<file path="config.mk">
export PLATFORM = sky130hd
export DESIGN_NAME = id_issue_queue
export DESIGN_NICKNAME = d
export VERILOG_FILES = /design/src/rtl/id_issue_queue_pkg.sv /design/src/rtl/id_issue_queue.sv
export SDC_FILE = /design/constraint.sdc
export NUM_CORES = 1
export LEC_CHECK = 0
export ABC_AREA = 1
export BUFFER_PORTS_ARGS = -buffer_cell sky130_fd_sc_hd__buf_2
export CAP_MARGIN = 20
export CORE_MARGIN = 2
export CORE_UTILIZATION = 51
export CTS_CLUSTER_SIZE = 14
export DETAILED_ROUTE_END_ITERATION = 8
export HOLD_SLACK_MARGIN = 0.06
export PLACE_DENSITY = 0.82
export SLEW_MARGIN = 20
export SYNTH_ARGS = -nofsm -noshare
export SYNTH_HDL_FRONTEND = slang
export SYNTH_SLANG_ARGS = --single-unit
</file>
<file path="constraint.sdc">
create_clock -name clk_i -period 2.7 [get_ports clk_i]
set_input_delay 0.54 -clock clk_i [delete_from_list [all_inputs] [get_ports clk_i]]
set_output_delay 0.54 -clock clk_i [all_outputs]
set_load 0.005 [all_outputs]
</file>
<file path="src/rtl/id_issue_queue_pkg.sv">
// Shared constants and configuration types for the decode-to-issue queue.
package id_issue_queue_pkg;

    localparam int unsigned ID_ISSUE_QUEUE_DEPTH  = 4;
    localparam int unsigned ID_ISSUE_QUEUE_MAX_CF = 1;

    // Minimal core configuration: only the issue-port count matters here.
    typedef struct packed {
        int unsigned nr_issue_ports;
    } cva6_cfg_t;

    localparam cva6_cfg_t CVA6_CFG_EMPTY = '{nr_issue_ports: 32'd1};

    function automatic logic is_pow2(input int unsigned v);
        return (v != 0) && ((v & (v - 1)) == 0);
    endfunction

endpackage

</file>
<file path="src/rtl/id_issue_queue.sv">
// Decoupling queue between decode and issue on lane 0: buffers decoded entries,
// throttles resident control-flow instructions and reports occupancy.
module id_issue_queue
    import id_issue_queue_pkg::*;
#(
    parameter cva6_cfg_t   CVA6Cfg            = CVA6_CFG_EMPTY,
    parameter type         scoreboard_entry_t = logic,
    parameter int unsigned DEPTH              = ID_ISSUE_QUEUE_DEPTH,
    parameter int unsigned MAX_CF             = ID_ISSUE_QUEUE_MAX_CF
) (
    input  logic                      clk_i,
    input  logic                      rst_i,
    input  logic                      flush_i,
    input  logic                      stall_i,
    input  scoreboard_entry_t         decoded_instr_i,
    input  logic [31:0]               orig_instr_i,
    input  logic                      is_ctrl_flow_i,
    input  logic                      decoded_instr_valid_i,
    output logic                      decoded_instr_ack_o,
    output scoreboard_entry_t         issue_instr_o,
    output logic [31:0]               issue_orig_instr_o,
    output logic                      issue_is_ctrl_flow_o,
    output logic                      issue_instr_valid_o,
    input  logic                      issue_instr_ack_i,
    output logic [$clog2(DEPTH):0]    occupancy_o,
    output logic                      full_o
);

    localparam int unsigned PTR_W = $clog2(DEPTH);
    localparam int unsigned CNT_W = PTR_W + 1;
    localparam int unsigned CF_W  = $clog2(MAX_CF) + 1;

    typedef struct packed {
        scoreboard_entry_t sbe;
        logic [31:0]       instr;
        logic              cf;
    } iq_entry_t;

    if (CVA6Cfg.nr_issue_ports < 1 || DEPTH < 2 || !is_pow2(DEPTH) ||
        MAX_CF < 1 || MAX_CF > DEPTH) begin : g_bad_cfg
        $error("id_issue_queue: unsupported parameter combination");
    end

    iq_entry_t              mem_q [DEPTH];
    iq_entry_t              mem_d [DEPTH];
    logic [PTR_W-1:0]       rd_ptr_q, rd_ptr_d;
    logic [PTR_W-1:0]       wr_ptr_q, wr_ptr_d;
    logic [CNT_W-1:0]       count_q, count_d;
    logic [CF_W-1:0]        cf_cnt_q, cf_cnt_d;

    iq_entry_t              head;
    logic                   valid;
    logic                   pop;
    logic                   head_cf_pop;
    logic                   push_ok;
    logic                   push;

    // Handshake decisions and next-state computation.
    always_comb begin
        head = '0;
        if (count_q != '0) begin
            head = mem_q[rd_ptr_q];
        end
        valid       = (count_q != '0) & ~stall_i & ~flush_i;
        pop         = valid & issue_instr_ack_i;
        head_cf_pop = pop & head.cf;

        push_ok = 1'b1;
        if (flush_i) begin
            push_ok = 1'b0;
        end
        if ((count_q == CNT_W'(DEPTH)) && !pop) begin
            push_ok = 1'b0;
        end
        // A control-flow push may only reuse the slot freed by a control-flow pop.
        if (is_ctrl_flow_i && (cf_cnt_q == CF_W'(MAX_CF)) && !head_cf_pop) begin
            push_ok = 1'b0;
        end
        push = decoded_instr_valid_i & push_ok;

        mem_d    = mem_q;
        rd_ptr_d = rd_ptr_q;
        wr_ptr_d = wr_ptr_q;
        count_d  = count_q;
        cf_cnt_d = cf_cnt_q;

        if (flush_i) begin
            rd_ptr_d = '0;
            wr_ptr_d = '0;
            count_d  = '0;
            cf_cnt_d = '0;
        end else begin
            if (push) begin
                mem_d[wr_ptr_q] = '{sbe: decoded_instr_i, instr: orig_instr_i, cf: is_ctrl_flow_i};
                wr_ptr_d        = wr_ptr_q + PTR_W'(1);
            end
            if (pop) begin
                rd_ptr_d = rd_ptr_q + PTR_W'(1);
            end
            count_d  = count_q + CNT_W'(push) - CNT_W'(pop);
            cf_cnt_d = cf_cnt_q + CF_W'(push & is_ctrl_flow_i) - CF_W'(head_cf_pop);
        end
    end

    always_ff @(posedge clk_i) begin
        if (rst_i) begin
            rd_ptr_q <= '0;
            wr_ptr_q <= '0;
            count_q  <= '0;
            cf_cnt_q <= '0;
        end else begin
            mem_q    <= mem_d;
            rd_ptr_q <= rd_ptr_d;
            wr_ptr_q <= wr_ptr_d;
            count_q  <= count_d;
            cf_cnt_q <= cf_cnt_d;
        end
    end

    assign decoded_instr_ack_o  = push;
    assign issue_instr_valid_o  = valid;
    assign issue_instr_o        = head.sbe;
    assign issue_orig_instr_o   = head.instr;
    assign issue_is_ctrl_flow_o = head.cf;
    assign occupancy_o          = count_q;
    assign full_o               = (count_q == CNT_W'(DEPTH));

`ifndef SYNTHESIS
    a_count_bound: assert property (@(posedge clk_i) disable iff (rst_i)
        count_q <= CNT_W'(DEPTH));
    a_cf_bound: assert property (@(posedge clk_i) disable iff (rst_i)
        cf_cnt_q <= CF_W'(MAX_CF));
    a_no_pop_empty: assert property (@(posedge clk_i) disable iff (rst_i)
        pop |-> (count_q != '0));
    a_push_stable: assert property (@(posedge clk_i) disable iff (rst_i)
        (decoded_instr_valid_i && !decoded_instr_ack_o) |=> $stable(decoded_instr_i));
`endif

endmodule

</file>
# After elaboration in Yosys (flattened, before gate mapping)
# Index checks and enable logic that the tools add are counted.
# totals
elab_cells,56
out_inout_bits,40
regBits,144
# classes
n_bitwise,11
eq_ne,1
n_lt_le_gt_ge,3
muxes,10
n_reduce_logical,9
addsub,6
# ops
operator,n
bitwise mux 136 bit,1
two-way mux 34 bit,4
binary-select mux 34 bit (select 2 bit),1
demux 34 bit (select 2 bit),1
AND 1 bit,6
greater-or-equal comparator 3 bit (second input constant),2
inverter 2 -> 3 bit,2
adder 2 x 1 -> 2 bit (second input constant),2
logical AND 1 bit,4
adder 3 x 1 -> 3 bit,1
== test 3 bit (second input constant),1
< comparator 3 x 1 -> 1 bit (second input constant),1
two-way mux 1 bit,3
inverter 1 bit,3
AND reduction 3 bit,1
nonzero test 3 bit,1
subtractor 3 x 1 -> 3 bit,1
zero test 1 bit,2
OR reduction 2 bit,1
adder 1 bit,1
subtractor 1 bit,1

# Longest topological paths before layout
# depth
ltp_word,13
mapped_depth,14

# Least setup slack after synthesis
# OpenSTA, ideal clock, no wires.
# synth_timing
path_type,input -> register
startpoint,input stall_i
endpoint,register mem_q[0] (netlist bit) (enable)
path_stages,7
path_slack_ps,118
arrival_time_ps,2184
required_ps,2302
cell_sequence,nor2_1 -> nand3_1 -> a21oi_2 -> nand2_4 -> inv_4 -> nand2_4 -> nor2_2
# synth_between
elab_chain_len,10
word_cells_on_any_way,13
classes_between,mux (2); bitwise (6); reduce/logical (5)
# synth_rtl
element,line_no,source
"start, declared",id_issue_queue.sv:14,"input logic stall_i,"
inverter 1 bit (*),id_issue_queue.sv:64,valid = (count_q != '0) & ~stall_i & ~flush_i;
AND 1 bit (*) (2 in series),id_issue_queue.sv:64,
AND 1 bit (*),id_issue_queue.sv:65,pop = valid & issue_instr_ack_i;
zero test 1 bit / AND 1 bit (equally long branches),"id_issue_queue.sv:72, id_issue_queue.sv:66",
logical AND 1 bit / zero test 1 bit (equally long branches),"id_issue_queue.sv:72, id_issue_queue.sv:76",
two-way mux 1 bit / logical AND 1 bit (equally long branches),"id_issue_queue.sv:72, id_issue_queue.sv:76",
two-way mux 1 bit (*),id_issue_queue.sv:76,if (is_ctrl_flow_i && (cf_cnt_q == CF_W'(MAX_CF)) && !head_cf_pop) begin
AND 1 bit (*),id_issue_queue.sv:79,push = decoded_instr_valid_i & push_ok;
named net decoded_instr_ack_o,id_issue_queue.sv:19,"output logic decoded_instr_ack_o,"
AND reduction 3 bit (no source line) (*),--,
"end signal, assigned",id_issue_queue.sv:112,mem_q <= mem_d;
"end, declared",id_issue_queue.sv:44,iq_entry_t mem_q [DEPTH];
# Mark *: on every way through the listed nets, which the timed path passes. The rest lies on a longest branch.
# A chain may end at the register's enable or synchronous reset.

# Final worst setup path
# layout_timing
startpoint,register rd_ptr_q[0]
endpoint,output issue_orig_instr_o[2]
# layout_between
elab_chain_len,5
# layout_rtl
element,line_no,source
"start, declared",id_issue_queue.sv:46,"logic [PTR_W-1:0] rd_ptr_q, rd_ptr_d;"
"start signal, assigned",id_issue_queue.sv:113,rd_ptr_q <= rd_ptr_d;
inverter 2 -> 3 bit (implied by the code),id_issue_queue.sv:62,head = mem_q[rd_ptr_q];
binary-select mux 34 bit (select 2 bit),id_issue_queue.sv:62,
two-way mux 34 bit (implied by the code) (2 in series),id_issue_queue.sv:62,
two-way mux 34 bit,id_issue_queue.sv:61,if (count_q != '0) begin
"end, declared",id_issue_queue.sv:21,"output logic [31:0] issue_orig_instr_o,"
# Every way passes these cells. The select of a mux whose other input is x is not followed.

==> results.sh <==
export IMPL_status="complete, no violations"
export IMPL_row_count=39
export IMPL_fmax_ghz=0.407
export IMPL_synth_fp_nets=533
export IMPL_layout_setup_ws_ns=0.245
export IMPL_post_cts_buffers=0
export IMPL_fin_crit_ns=2.46
export IMPL_worst_slew_pin_slew_ns=0.441
export IMPL_clockBufferDepth=2
export IMPL_max_slew_margin_pct=70.6
export IMPL_syn_to_final_growth_pct=20.4
export IMPL_first_pass_iters=5
export IMPL_synth_top_area_share_pct=70.1
export IMPL_clockRootBuffer="clkbuf_16"
export IMPL_crit_path_top_delay_cell="buf_4"
export IMPL_place_hpwl_mm=7.36
export IMPL_cts_tree="built"
export IMPL_leakagePower_nw=2.67
export IMPL_place_area_mm2=0.00643
export IMPL_yosys_warnings=0
export IMPL_synth_seq_cells=144
export IMPL_path_max_fanout=41
export IMPL_syn_inst=487
export IMPL_postRouteWirelength_mm=11.9
export IMPL_nNetsFinal=621
export IMPL_ant_nets=0
export IMPL_cts_buffers=17
export IMPL_ys_top_cells_by_area="edfxtp_1, nor2_1, o21ai_0"
export IMPL_place_ws_ns=0.394
export IMPL_powerDensity_mw_per_mm2=687
export IMPL_port_buffers=79
export IMPL_min_period_over_period_pct=90.9
export IMPL_finClkSkew_ns=0.00856
export IMPL_fp_dieH_um=111
export IMPL_viasPerCell=5.34
export IMPL_hold_path_class="in2reg"
export IMPL_grt_pass1_vias=3924
export IMPL_arrival_ns=1.92
export IMPL_cp_cell_sequence="inv_4 > buf_4 > o21ai_0 > a21oi_1 > buf_2"
export IMPL_crit_required_ns=2.16
export IMPL_yosys_area_top_type="edfxtp_1"
export IMPL_core_area_mm2=0.0113
export IMPL_synth_edf_count=136
export IMPL_start_kind="register"
export IMPL_initial_core_util_pct=51.7
export IMPL_cpPeakStageDelay_ns=0.40
export IMPL_wl_per_cell_um=16.2
export IMPL_yosysSeqAreaShare_pct=72.9
export IMPL_drc=0
export IMPL_die_area_mm2=0.0123
export IMPL_die_w_um=111
export IMPL_drv_slew=0
export IMPL_grt_start_max_net_pins=42
export IMPL_yosys_top_cells_count="nor2_1, edfxtp_1, o21ai_0"
export IMPL_finish_utilization_pct=62.2
export IMPL_io_pins=80
export IMPL_track_usage_pct=20.1
export IMPL_final_area_mm2=0.00701
export IMPL_drtIter0Drc=251
export IMPL_ys_async_sr_fraction_pct=0
export IMPL_synthFlopType="edfxtp_1"
export IMPL_finalSetupViolCount=0
export IMPL_finalSetupTns_ns=0
export IMPL_cts_clk_slew_worst_paths_ns=0.06
export IMPL_netlist_area_mm2=0.00582
export IMPL_critPathCaptureType="primary output"
export IMPL_clock_latency_ns=0.41
export IMPL_drive_above_1_share_pct=24.7
export IMPL_antenna_found_initial=2
export IMPL_grt_pass1_wl_mm=19.1
export IMPL_yosysMostFrequentCell="nor2_1"
export IMPL_gp_congestion=0.764
export IMPL_synth_cell_types=26
export IMPL_cts_hold_buffers=0
export IMPL_cp_num_buf_inv=3
export IMPL_crit_type="reg2out"
export IMPL_irDropWorstVdd_v=0.000437
export IMPL_post_cts_resize_count=0
export IMPL_rsz0062_at_grt="no"
export IMPL_maxCapViolCount=0
export IMPL_hold_viol=0
export IMPL_vias=3911
export IMPL_grt_ovfl_total=0
export IMPL_htreeDepth=4
export IMPL_critical_path_top_delay_family="buffers and inverters"
export IMPL_clock_sinks=144
export IMPL_syn_avg_cell_area_um2=12.0
==> area by class of cell <==
type / instances / area [µm²]
clock inverter: 15 / 151
sequential: 144 / 4250
fill: 822 / 4260
antenna: 2 / 5.00
inverter: 26 / 103
multi-input combinational: 292 / 1380
tap: 143 / 179
clock buffer: 17 / 425
timing repair buffer: 94 / 520
==> stage by stage <==
stage | cells | total power, W | hold slack, ns
after floorplan | 487 | 0.00257 | 0.500
after global placement | 699 | 0.00266 | 0.517
after detailed placement | 699 | 0.00267 | 0.540
after CTS | 731 | 0.00485 | 0.332
after global routing | 732 | 0.00496 | 0.336
final | 733 | 0.00482 | 0.344
==> state kept, by name, summed over array words and instances (netlist names) <==
| register | cells |
|---|---|
| wr_ptr_q | 2 |
| cf_cnt_q | 1 |
| mem_q | 136 |
| rd_ptr_q | 2 |
| occupancy_o | 3 |
==> worst reg2reg max path: stages, from the launching register on <==
cell and delay (ns):
dfxtp_4 0.42, inv_2 0.28, nand3_2 0.13, nand2_1 0.10
nand2_2 0.08, nand2_4 0.07, nand2_4 0.06, inv_4 0.08
nand2_4 0.09, nor2_4 0.27, buf_12 0.22
==> kinds of logic after synthesis <==
logic type | after synthesis | share of synthesized area (%)
adders and majority gates | 6 | 1.42
DFF | 144 | 72.9
buffers and inverters | 51 | 3.80
and+or+nand+nor | 179 | 12.6
AOI/OAI and AO/OA | 107 | 9.26
==> report_power, final <==
| part | internal [W] | leakage [nW] | switching, W | total (W) |
|---|---|---|---|---|
| sequential | 0.00246 | 1.29 | 0.00000559 | 0.00246 |
| clock | 0.00122 | 0.276 | 0.000978 | 0.00220 |
| combinational | 0.0000577 | 1.11 | 0.0000993 | 0.000157 |
==> metal layers <==
| layer | global-route usage [%] | part of all wire, % |
|---|---|---|
| met2 | 35.5 | 52 |
| met1 | 23.8 | 40 |
| met4 | 8.08 | 1.7 |
| met3 | 4.70 | 6.5 |
| met5 | 0 | 0 |
==> cells in the final DEF, fill, tap and decap left out, types with 2 or more instances in the layout <==
master and instances:
nor2_1 143, nor2_4 4, buf_4 14, ha_1 5, inv_6 3, clkinvlp_4 2, clkinv_4 5, buf_2 79
nand3_2 2, inv_8 3, nand2_1 18, diode_2 2, a21oi_1 37, dfxtp_1 6, nand2_4 3, nand2_2 3
inv_1 22, edfxtp_1 136, clkbuf_16 17, nand3_1 2, inv_4 2, clkinv_8 2, o21ai_0 69
==> worst paths after layout <==
check / start / endpoint / slack, ns / cells past startpoint
worst max-delay path: rd_ptr_q[0] / issue_orig_instr_o[2] / 0.24 / 5
worst min-delay path: orig_instr_i[13] / mem_q[82] / 0.34 / 1
worst max register to register: rd_ptr_q[1] / mem_q[39] / 0.59 / 10
worst min register to register: wr_ptr_q[0] / wr_ptr_q[0] / 0.55 / 2
Power figures use the tool's default switching activity.
